`config.mk`:
```
export PLATFORM = sky130hd
export DESIGN_NAME = serial_bit_source_flat
export DESIGN_NICKNAME = d
export VERILOG_FILES = /design/src/rtl/serial_bit_source_pkg.sv /design/src/rtl/serial_bit_source_if.sv /design/src/rtl/serial_bit_counter.sv /design/src/rtl/serial_bit_source.sv /design/src/flat_wrapper.sv
export SDC_FILE = /design/constraint.sdc
export NUM_CORES = 1
export LEC_CHECK = 0
export CAP_MARGIN = 5
export CORE_UTILIZATION = 25
export DETAILED_ROUTE_END_ITERATION = 6
export PLACE_DENSITY = 0.43
export SETUP_SLACK_MARGIN = 0.3
export SLEW_MARGIN = 20
export SYNTH_ARGS = -nofsm -noshare
export SYNTH_HDL_FRONTEND = slang
export SYNTH_SLANG_ARGS = --single-unit
```
`constraint.sdc`:
```
create_clock -name clock -period 3.2 [get_ports clock]
set_input_delay 0.8 -clock clock [delete_from_list [all_inputs] [get_ports clock]]
set_output_delay 0.8 -clock clock [all_outputs]
set_load 0.05 [all_outputs]
```
`src/rtl/serial_bit_source_pkg.sv`:
```
// Shared definitions for the serial bit source: state encoding, idle line level, default word width.
// Latency: n/a (definitions only).
// Backpressure: n/a (definitions only).
package serial_bit_source_pkg;

  localparam int DEFAULT_WIDTH = 8;

  // Level driven on x whenever no word is being shifted; keeps the detector in its start state.
  localparam logic IDLE_LEVEL = 1'b0;

  // PARITY is only reachable when SERIAL_BIT_SOURCE_PARITY_EN is defined.
  typedef enum logic [1:0] {
    IDLE   = 2'b00,
    SHIFT  = 2'b01,
    DONE   = 2'b10,
    PARITY = 2'b11
  } state_t;

  // Bit counter width; never below one bit so the counter always exists.
  function automatic int cnt_width(input int width);
    return (width < 2) ? 1 : $clog2(width);
  endfunction

endpackage

```
`src/rtl/serial_bit_source_if.sv`:
```
// Word-in / bit-out bundle between a word producer (master) and the serial bit source (slave).
// Latency: n/a (wiring only).
// Backpressure: producer may only hand over a word while ready=1.
interface serial_bit_source_if
  import serial_bit_source_pkg::*;
#(
  parameter int WIDTH = DEFAULT_WIDTH
);

  logic [WIDTH-1:0] data_in;
  logic             load;
  logic             ready;
  logic             x;
  logic             busy;
  logic             done;

  modport master (
    output data_in,
    output load,
    input  ready,
    input  x,
    input  busy,
    input  done
  );

  modport slave (
    input  data_in,
    input  load,
    output ready,
    output x,
    output busy,
    output done
  );

endinterface

```
`src/rtl/serial_bit_counter.sv`:
```
// Loadable down-counter with a zero flag; tracks how many bits of the word remain.
// Latency: load/decrement visible one cycle after the enabling edge.
// Backpressure: none; decrement saturates at zero, load has priority.
module serial_bit_counter #(
  parameter int CW = 3
) (
  input  logic          clock,
  input  logic          reset,
  input  logic          load_en,
  input  logic [CW-1:0] load_val,
  input  logic          dec_en,
  output logic          zero
);

  logic [CW-1:0] cnt_q, cnt_d;

  // Next count: load wins over decrement, decrement stops at zero.
  always_comb begin
    cnt_d = cnt_q;
    if (load_en) begin
      cnt_d = load_val;
    end else if (dec_en && (cnt_q != '0)) begin
      cnt_d = cnt_q - 1'b1;
    end
  end

  // Count register, cleared by asynchronous reset.
  always_ff @(posedge clock or negedge reset) begin
    if (!reset) begin
      cnt_q <= '0;
    end else begin
      cnt_q <= cnt_d;
    end
  end

  assign zero = (cnt_q == '0);

endmodule

```
`src/rtl/serial_bit_source.sv`:
```
// Parallel-to-serial bit source: accepts a WIDTH-bit word and emits it one bit per clock on x,
// Latency: first bit on x the cycle after accept, done pulse WIDTH+1 cycles after accept
// (WIDTH+2 with SERIAL_BIT_SOURCE_PARITY_EN, which appends an even-parity bit).
// Backpressure: ready=0 from accept until the cycle after done; load while not ready is dropped.
module serial_bit_source
  import serial_bit_source_pkg::*;
#(
  parameter int WIDTH     = DEFAULT_WIDTH,
  parameter bit MSB_FIRST = 1'b1
) (
  input  logic                 clock,
  input  logic                 reset,
  serial_bit_source_if.slave   bus
);

  localparam int CW = cnt_width(WIDTH);

  state_t           state_q, state_d;
  logic [WIDTH-1:0] shift_q, shift_d;
  logic             x_q, x_d;
  logic             busy_q, busy_d;
  logic             done_q, done_d;
  logic             ready_q, ready_d;
  logic             cnt_load;
  logic             cnt_dec;
  logic             cnt_zero;
`ifdef SERIAL_BIT_SOURCE_PARITY_EN
  logic             par_q, par_d;
`endif

  // Bit that leaves the word first, according to the bit order.
  function automatic logic head(input logic [WIDTH-1:0] v);
    return MSB_FIRST ? v[WIDTH-1] : v[0];
  endfunction

  // Word with the head bit consumed, next bit moved into the head position.
  function automatic logic [WIDTH-1:0] advance(input logic [WIDTH-1:0] v);
    return MSB_FIRST ? (v << 1) : (v >> 1);
  endfunction

  serial_bit_counter #(
    .CW (CW)
  ) u_cnt (
    .clock    (clock),
    .reset    (reset),
    .load_en  (cnt_load),
    .load_val (CW'(WIDTH - 1)),
    .dec_en   (cnt_dec),
    .zero     (cnt_zero)
  );

  // FSM next state plus next values of the registered outputs. Outputs are computed one
  // cycle ahead so each one comes straight from a flop.
  always_comb begin
    state_d  = state_q;
    shift_d  = shift_q;
    x_d      = IDLE_LEVEL;
    busy_d   = 1'b0;
    done_d   = 1'b0;
    ready_d  = 1'b0;
    cnt_load = 1'b0;
    cnt_dec  = 1'b0;
`ifdef SERIAL_BIT_SOURCE_PARITY_EN
    par_d    = par_q;
`endif
    case (state_q)
      IDLE: begin
        ready_d = 1'b1;
        if (bus.load) begin
          // First bit goes straight to x; the register keeps the remaining bits.
          x_d      = head(bus.data_in);
          shift_d  = advance(bus.data_in);
          busy_d   = 1'b1;
          ready_d  = 1'b0;
          cnt_load = 1'b1;
          state_d  = SHIFT;
`ifdef SERIAL_BIT_SOURCE_PARITY_EN
          par_d    = ^bus.data_in;
`endif
        end
      end
      SHIFT: begin
        if (cnt_zero) begin
`ifdef SERIAL_BIT_SOURCE_PARITY_EN
          x_d     = par_q;
          busy_d  = 1'b1;
          state_d = PARITY;
`else
          done_d  = 1'b1;
          state_d = DONE;
`endif
        end else begin
          x_d     = head(shift_q);
          shift_d = advance(shift_q);
          busy_d  = 1'b1;
          cnt_dec = 1'b1;
        end
      end
`ifdef SERIAL_BIT_SOURCE_PARITY_EN
      PARITY: begin
        done_d  = 1'b1;
        state_d = DONE;
      end
`endif
      DONE: begin
        ready_d = 1'b1;
        state_d = IDLE;
      end
      default: begin
        // Unreachable encoding: fall back to idle with the line low.
        ready_d = 1'b1;
        state_d = IDLE;
      end
    endcase
  end

  // State, shift register and output flops; reset aborts any word in flight.
  always_ff @(posedge clock or negedge reset) begin
    if (!reset) begin
      state_q <= IDLE;
      shift_q <= '0;
      x_q     <= IDLE_LEVEL;
      busy_q  <= 1'b0;
      done_q  <= 1'b0;
      ready_q <= 1'b1;
    end else begin
      state_q <= state_d;
      shift_q <= shift_d;
      x_q     <= x_d;
      busy_q  <= busy_d;
      done_q  <= done_d;
      ready_q <= ready_d;
    end
  end

`ifdef SERIAL_BIT_SOURCE_PARITY_EN
  // Parity of the captured word, held until the parity cycle.
  always_ff @(posedge clock or negedge reset) begin
    if (!reset) begin
      par_q <= 1'b0;
    end else begin
      par_q <= par_d;
    end
  end
`endif

  assign bus.ready = ready_q;
  assign bus.x     = x_q;
  assign bus.busy  = busy_q;
  assign bus.done  = done_q;

endmodule

```
`src/flat_wrapper.sv`:
```
// flat-port wrapper written by rule: the top's interface ports become plain ports
module serial_bit_source_flat import serial_bit_source_pkg::*;
#(
  parameter int WIDTH     = DEFAULT_WIDTH,
  parameter bit MSB_FIRST = 1'b1
)
  (clock, reset, bus_data_in, bus_load, bus_ready, bus_x, bus_busy, bus_done);
  serial_bit_source_if #(.WIDTH(WIDTH)) bus_i ();
  input  logic clock;
  input  logic reset;
  input wire logic [$bits(bus_i.data_in)-1:0] bus_data_in;
  input wire logic [$bits(bus_i.load)-1:0] bus_load;
  output wire logic [$bits(bus_i.ready)-1:0] bus_ready;
  output wire logic [$bits(bus_i.x)-1:0] bus_x;
  output wire logic [$bits(bus_i.busy)-1:0] bus_busy;
  output wire logic [$bits(bus_i.done)-1:0] bus_done;
  assign bus_i.data_in = bus_data_in;
  assign bus_i.load = bus_load;
  assign bus_ready = bus_i.ready;
  assign bus_x = bus_i.x;
  assign bus_busy = bus_i.busy;
  assign bus_done = bus_i.done;
  serial_bit_source #(.WIDTH(WIDTH), .MSB_FIRST(MSB_FIRST)) u_core (.clock(clock), .reset(reset), .bus(bus_i));
endmodule
```
==> impl_metrics.yaml, run 1 <==
status:
  status: "finished, final reports clean"
detailed_routing:
  wl_met2_um: 552
  vias: 490
  viasPerCell: 4.05
  drtPass1Iterations: 2
  drc: 0
  routed_wl_um: 1370
  top_layer_used: "met4"
  wl_per_cell_um: 11.3
  ant_nets: 0
  drt-met1-wl_um: 732
  dr_wl_met3_um: 77
  drt_iter0_markers: 8
cts:
  cts_resized: 0
  numCtsBuffers: 3
  h-tree-depth: 1
  clock_latency_ns: 0.28
  hold_buffers: 0
  cts_sinks: 16
  cts_setup_buffers: 0
  path_clk_slew_ns: 0.10
  cts.root.buffer_cell: "clkbuf_4"
  clock_path_buffers: 2
  cts_tree: "yes"
synthesis:
  ys_ff_latch: 16
  ys.flop_type: "dfrtp_1"
  syn_nets: 75
  synth.avg_cell_area_um2: 13.2
  yosys.cell_count.top_type: "dfrtp_1"
  synth_top_cell_by_area: "dfrtp_1"
  ys_warn_count: 0
  synth_top_area_share: 0.459
  synth_common_cells: "15 x dfrtp_1, 7 x mux2_4, 6 x mux2_2, 5 x inv_1, 5 x nor2_1"
  ys_top_cells_by_area: "dfrtp_1 46%, mux2_4 13%, mux2_2 8.3%, buf_6 4.1%, dfstp_2 3.2%"
  ys_types: 19
  synthCells: 62
  synth_edf_count: 0
  syn_area_um2: 818
  ys_seq_area_frac: 0.491
  synth-async-reset-ratio: 1.00
floorplan:
  core_area_mm2: 0.00308
  io_pins: 15
  die_h_um: 59.2
  row_count: 20
  die_w_um: 59.2
  die_area_mm2: 0.00351
  start_util: 0.266
critical_path:
  cpPeakStageDelay_ns: 0.79
  cp_top_family: "buffers and inverters"
  worstSetupStartpointType: "flip-flop"
  worstPathMaxFanout: 1
  reg2reg_slack_ns: 1.30
  worstPathCellList: "clkdlybuf4s50_1"
  crit_slowest_cell: "clkdlybuf4s50_1"
  arrival_ns: 1.59
  critPathBufInv: 1
  cp.required_ns: 2.40
  endpoint_kind: "primary output"
  criticalPathCategory: "reg -> out"
  startpoint: "u_core.bus.ready"
  r2r_start: "u_core.u_cnt.cnt_q[0]"
sta:
  max_freq_ghz: 0.418
  clock-skew-final_ns: 0.00568
  hold_viol_final: 0
  fin_crit_sh: 0.748
  setup_viol: 0
  drv_slew: 0
  relSlewSlack: 0.517
  rsz0062_at_grt: "false"
  tightest_slew_ns: 0.722
  min_period_ns: 2.39
  tns_ns: 0
  hold_slack_ns: 0.515
power_and_ir_drop:
  swShare: 0.340
  combinationalPowerShare: 0.495
  pwr-share-seq: 0.364
  power_density_mw_per_mm2: 928
  ir_drop_v: 0.000246
  p_leak_uw: 0.000476
  p_int_uw: 622
  p_sw_uw: 320
  pwr-share-clk: 0.140
global_routing:
  grt_util_all_layers: 0.0953
  grt.overflow.total: 0
  antenna_found_initial: 0
  grt_pass1_vias: 541
  grt_max_degree: 17
  grt_pass1_wl_um: 2430
job:
  maxCapViolations: 0
placed_design:
  dp_hpwl_um: 995
  place.gp.congestion: 0.673
  numPortBuffers: 14
layout:
  layout.nets: 91
  area_growth_pct: 24.2
  drive_gt1_frac: 0.286
  diodes: 0
hold_path:
  min_from: "u_core.shift_q[2]"
  hold_class: "reg -> reg"
[through the flow]
step	std cells	utilization	instance area [um2]	power, uW	setup WS, ns
floorplan	62	-	818	744	1.49
global placement	117	0.318	980	818	0.947
detailed placement	117	0.318	980	820	0.931
CTS	121	0.330	1020	959	0.785
global route	121	0.330	1020	1020	0.747
finish	121	0.330	1020	943	0.806
[power groups by stage]
stage | clock network [uW] | registers (uW) | logic [uW]
after floorplan | 0 | 386 | 358
after global placement | 0 | 349 | 469
after detailed placement | 0 | 349 | 471
after CTS | 141 | 346 | 473
after global routing | 153 | 357 | 508
final | 132 | 344 | 467
[logic make-up (layout without fill, tap and decap cells)]
logic type,count (synthesis),count (layout),synth area share
AOI/OAI and AO/OA,11,11,0.112
adders and majority gates,2,2,0.0306
buffers and inverters,8,23,0.0642
DFF,16,16,0.491
muxes,13,13,0.211
and+or+nand+nor,12,12,0.0917
[flip-flops by register name, summed over array words and instances (netlist names)]
signal / cells
u_core.bus.done: 1
u_core.bus.x: 1
u_core.u_cnt.cnt_q: 3
u_core.shift_q: 7
u_core.state_q: 2
u_core.bus.ready: 1
u_core.bus.busy: 1
[layer usage]
metal  track usage  vias up
met3        0.0240        2
li1              -      247
met1         0.138      229
met4        0.0612        0
met5             0        -
met2         0.124       12
[placed cells by master, fill, tap and decap left out, types with 2 or more instances in the layout]
master           synthesis  final
dfrtp_1                 15     15
clkdlybuf4s50_1          0     14
mux2_4                   7      7
mux2_2                   6      6
inv_1                    5      5
nor2_1                   5      5
a21oi_1                  3      3
a2bb2oi_1                3      3
clkbuf_4                 0      3
nand2_1                  2      2
nand3b_1                 2      2
a22o_1                   2      2
ha_1                     2      2
[worst paths after layout]
check,cells after the start,endpoint
setup / recovery,1,bus_ready
hold / removal,1,u_core.shift_q[2]
setup reg to reg,6,u_core.shift_q[3]
hold reg to reg,1,u_core.shift_q[2]
max in group asynchronous,1,u_core.shift_q[4]
min in group asynchronous,1,u_core.shift_q[5]
[layout make-up]
type / count / area, um2
repair buffers: 14 / 140
clock buffers: 4 / 36.3
multi-input cells: 38 / 364
inverters: 5 / 18.8
fillers: 322 / 2060
well taps: 44 / 55.1
flip-flops and latches: 16 / 402
Note: power is estimated with default switching activity, not from simulation.
==> run 2, diff against run 1 <==
- PLACE_DENSITY: 0.43 -> 0.45
- clock period: 3.2 -> 2.1 ns (I/O delays scaled with it)
==> run 2 against run 1 <==
Highest routed layer unchanged. Non-clock buffer count increased by 5. Hold slack better by 0.0050 ns. Design area is 3.9% higher.
==> impl_metrics.yaml, run 2 (synthesis gave the netlist of run 1 again) <==
status:
  status: "finished, final reports clean"
global_routing:
  met2_usage: 0.136
  top_usage_layer: "met1"
  grt_util_met1: 0.153
  grt_pass1_vias: 543
  antenna_found_initial: 0
  grt.overflow.total: 0
  grt_util_all_layers: 0.105
  grt_pass1_wl_um: 2610
  grt_max_degree: 17
  grt_use_met3: 0.0480
sta:
  drv_slew: 0
  relSlewSlack: 0.676
  tightest_slew_ns: 0.488
  clock-skew-final_ns: 0.00249
  tns_ns: 0
  min_period_ns: 1.72
  rsz0062_at_grt: "false"
  hold_viol_final: 0
  setup_viol: 0
  max_freq_ghz: 0.580
  setup_slack_ns: 0.375
  fin_crit_sh: 0.821
floorplan:
  die_w_um: 59.2
  core_area_mm2: 0.00308
  die_h_um: 59.2
  start_util: 0.266
  row_count: 20
  io_pins: 15
  die_area_mm2: 0.00351
placed_design:
  post-place-ws_ns: 0.202
  place.gp.congestion: 0.678
  numPortBuffers: 14
  dp_hpwl_um: 980
critical_path:
  worstSetupStartpointType: "flip-flop"
  reg2reg_slack_ns: 0.38
  criticalPathCategory: "reg -> reg"
  arrival_ns: 1.90
  startpoint: "u_core.u_cnt.cnt_q[0]"
  cp.required_ns: 2.28
  endpoint_kind: "flip-flop"
  worstPathCellList: "inv_1, ha_1, ha_1, nand2b_4, a21oi_4, mux2_2"
  critPathMostFrequentCell: "ha_1"
  worstPathMaxFanout: 7
  crit_slowest_cell: "dfrtp_1"
  r2r-end: "u_core.shift_q[2]"
  cpPeakStageDelay_ns: 0.37
  r2r_cells: 6
  endpoint: "u_core.shift_q[2]"
  r2r_start: "u_core.u_cnt.cnt_q[0]"
layout:
  area_growth_pct: 29.1
  fillers: 311
  largest_reg_flops: 7
  reg_top3: "u_core.shift_q (7), u_core.u_cnt.cnt_q (3), u_core.state_q (2)"
  layout.nets: 96
  mostFrequentLayoutCell: "dfrtp_1"
  final_cell_mix: "14 x dfrtp_1, 10 x clkdlybuf4s50_1, 7 x mux2_4"
  drive_gt1_frac: 0.366
  regMostFlops: "u_core.shift_q"
  diodes: 0
  ff_latch_area_um2: 403
  multiInputGateArea_um2: 372
detailed_routing:
  drtPass1Iterations: 2
  wl_per_cell_um: 11.5
  ant_nets: 0
  viasPerCell: 4.04
  drc: 0
  routed_wl_um: 1450
  vias: 509
  drt_iter0_markers: 9
cts:
  cts.root.buffer_cell: "clkbuf_4"
  path_clk_slew_ns: 0.10
  cts_tree: "yes"
  clock_path_buffers: 2
  hold_buffers: 0
  h-tree-depth: 1
  cts_sinks: 16
  clock_latency_ns: 0.29
  numCtsBuffers: 3
hold_path:
  min_from: "u_core.shift_q[4]"
  hold_class: "reg -> reg"
job:
  maxCapViolations: 0
power_and_ir_drop:
  p_leak_uw: 0.000510
  power_density_mw_per_mm2: 1400
  ir_drop_v: 0.000749
  p_total_uw: 1480
-- run 2: metal layers --
layer,vias up,part of all wire
met4,0,0.0055
met1,238,0.54
met3,2,0.068
met5,-,0
li1,255,-
met2,14,0.38
-- run 2: power by group --
group          switching (uW)  internal [uW]
Combinational             317            424
Sequential               89.1            440
Clock                     101            106
Total                     507            970
-- run 2: final cells by class --
| class | instances | area share |
|---|---|---|
| clock buffer | 4 | 0.0344 |
| tap | 44 | 0.0521 |
| sequential | 16 | 0.382 |
| inverter | 5 | 0.0178 |
| timing repair buffer | 19 | 0.162 |
| multi-input combinational | 38 | 0.352 |
-- run 2: timing repair --
item | in CTS | in global routing
pin swaps | 0 | 1
setup buffers | 0 | 2
endpoints found under the setup margin | 3 | 6
gates resized for setup | 3 | 2
-- run 2: worst min path at each step --
| stage | end | slack (ns) | cells past startpoint |
|---|---|---|---|
| final | u_core.shift_q[4] | 0.52 | 1 |
| after global routing | u_core.shift_q[4] | 0.55 | 2 |
| after CTS | u_core.shift_q[3] | 0.52 | 1 |
| after detailed placement | u_core.shift_q[5] | 0.50 | 1 |
| after global placement | u_core.shift_q[2] | 0.49 | 1 |
| after floorplan | u_core.bus.busy | 0.23 | 0 |
-- run 2: metrics by stage --
| step | cell area [um2] | hold WS, ns | std cells | utilization |
|---|---|---|---|---|
| after floorplan | 818 | 0.229 | 62 | - |
| after global placement | 1000 | 0.495 | 120 | 0.325 |
| after detailed placement | 1000 | 0.500 | 120 | 0.325 |
| after CTS | 1030 | 0.524 | 124 | 0.335 |
| after global routing | 1060 | 0.548 | 126 | 0.343 |
| final | 1060 | 0.520 | 126 | 0.343 |
-- run 2: worst max-delay path, delay by kind of cell (launching register included) --
kind            cells  cell delay, ns
compound gates      1            0.29
buf+inv             1            0.05
flops               1            0.37
fa+ha+maj           2            0.38
mux                 1            0.37
simple gates        1            0.15
==> run 3, diff against run 2 <==
- PLACE_DENSITY: 0.45 -> 0.43
- clock period: 2.1 -> 1.75 ns (I/O delays scaled with it)
==> run 3 against run 2 <==
First-iteration DRC count is 56% higher. Cell count is 3.2% higher. Hold slack worse by 0.044 ns. Worst setup slack got worse by 0.21 ns. Critical endpoint is now u_core.shift_q[4]. Largest power group unchanged.
==> impl_metrics.yaml, run 3 (synthesis gave the netlist of run 1 again) <==
layout:
  layout.nets: 100
  final_cell_mix: "15 x dfrtp_1, 12 x mux2_4, 11 x buf_4"
  drive_gt1_frac: 0.488
  mostFrequentLayoutCell: "dfrtp_1"
  regMostFlops: "u_core.shift_q"
  largest_reg_flops: 7
  reg_top3: "u_core.shift_q (7), u_core.u_cnt.cnt_q (3), u_core.state_q (2)"
  diodes: 0
  fin_util: 0.374
  area_growth_pct: 40.7
sta:
  setup_viol: 0
  rsz0062_at_grt: "true"
  fin_crit_sh: 0.906
  hold_viol_final: 0
  setup_slack_ns: 0.164
  relSlewSlack: 0.815
  min_period_ns: 1.59
  drv_slew: 0
  max_freq_ghz: 0.631
  tightest_slew_ns: 0.277
  clock-skew-final_ns: 0.000764
status:
  status: "finished, final reports clean"
detailed_routing:
  routed_wl_um: 1630
  ant_nets: 0
  wl_per_cell_um: 12.5
  drc: 0
  drt_iter0_markers: 14
  viasPerCell: 4.09
  drtPass1Iterations: 2
  vias: 532
critical_path:
  worstSetupStartpointType: "flip-flop"
  r2r-end: "u_core.shift_q[4]"
  arrival_ns: 1.76
  r2r_cells: 7
  cp.required_ns: 1.93
  r2r_start: "u_core.u_cnt.cnt_q[1]"
  criticalPathCategory: "reg -> reg"
  worstPathMaxFanout: 7
  reg2reg_slack_ns: 0.16
  endpoint_kind: "flip-flop"
placed_design:
  numPortBuffers: 14
  dp_hpwl_um: 1110
  place.gp.congestion: 0.659
  post-place-ws_ns: -0.0154
floorplan:
  io_pins: 15
  die_h_um: 59.2
  die_w_um: 59.2
  start_util: 0.266
  row_count: 20
  die_area_mm2: 0.00351
  core_area_mm2: 0.00308
cts:
  path_clk_slew_ns: 0.09
  cts_sinks: 16
  numCtsBuffers: 3
  cts.root.buffer_cell: "clkbuf_4"
  clock_path_buffers: 2
  clock_latency_ns: 0.28
  hold_buffers: 0
  cts_tree: "yes"
  h-tree-depth: 1
job:
  maxCapViolations: 0
power_and_ir_drop:
  ir_drop_v: 0.000617
  p_leak_uw: 0.000548
  power_density_mw_per_mm2: 1750
global_routing:
  grt_pass1_wl_um: 2650
  grt_util_all_layers: 0.106
  grt.overflow.total: 0
  grt_pass1_vias: 551
  antenna_found_initial: 0
  grt_max_degree: 17
hold_path:
  hold_class: "in -> async"
-- run 3: cell type report --
class / instances / area (um2)
Clock buffer: 4 / 26.3
Fill cell: 312 / 1930
Inverter: 5 / 18.8
Multi-Input combinational cell: 38 / 427
Sequential cell: 16 / 402
Tap cell: 44 / 55.1
Timing Repair Buffer: 23 / 223
-- run 3: metal layers --
metal	wire length, um	global-route usage	up-vias	part of all wire
met3	70	0.0480	2	0.043
li1	-	-	260	-
met4	13	0.0306	0	0.0080
met1	790	0.136	259	0.49
met2	754	0.161	11	0.46
met5	0	0	-	0
-- run 3: through the flow --
stage                     instances  setup TNS (ns)  cell area (um2)  power [uW]  hold slack, ns
final                           130               0             1150        2010           0.476
after global routing            130               0             1150        2160           0.478
after CTS                       128               0             1120        1970           0.471
after detailed placement        123         -0.0755             1080        1720           0.499
after global placement          123               0             1080        1700           0.503
after floorplan                  62               0              860        1470           0.142
-- run 3: how the worst max path moves through the flow --
stage,startpoint,end,depth (start not counted)
6_report,u_core.u_cnt.cnt_q[1],u_core.shift_q[4],7
5_1_grt,u_core.u_cnt.cnt_q[1],u_core.shift_q[4],7
4_1_cts,u_core.u_cnt.cnt_q[0],u_core.shift_q[4],7
3_5_place_dp,bus_load,u_core.shift_q[4],5
3_3_place_gp,bus_load,u_core.shift_q[7],5
2_1_floorplan,u_core.u_cnt.cnt_q[0],u_core.shift_q[2],6
-- run 3: critical path: stages, from the launching register on --
cell	delay (ns)
dfrtp_1	0.37
inv_2	0.06
ha_4	0.16
ha_4	0.15
nand2b_4	0.14
a21oi_4	0.17
buf_12	0.14
mux2_4	0.29
-- run 3: report_power, final --
part           total (uW)  switching, uW  internal, uW
Sequential            607           79.4           528
Clock                 204            116          88.5
Combinational        1200            491           710
-- run 3: repair_timing --
| action | 4_1_cts | 5_1_grt |
|---|---|---|
| resized for setup | 1 | 5 |
| pin swaps | 3 | 2 |
| endpoints found under the setup margin | 8 | 9 |
| setup buffers | 1 | 2 |
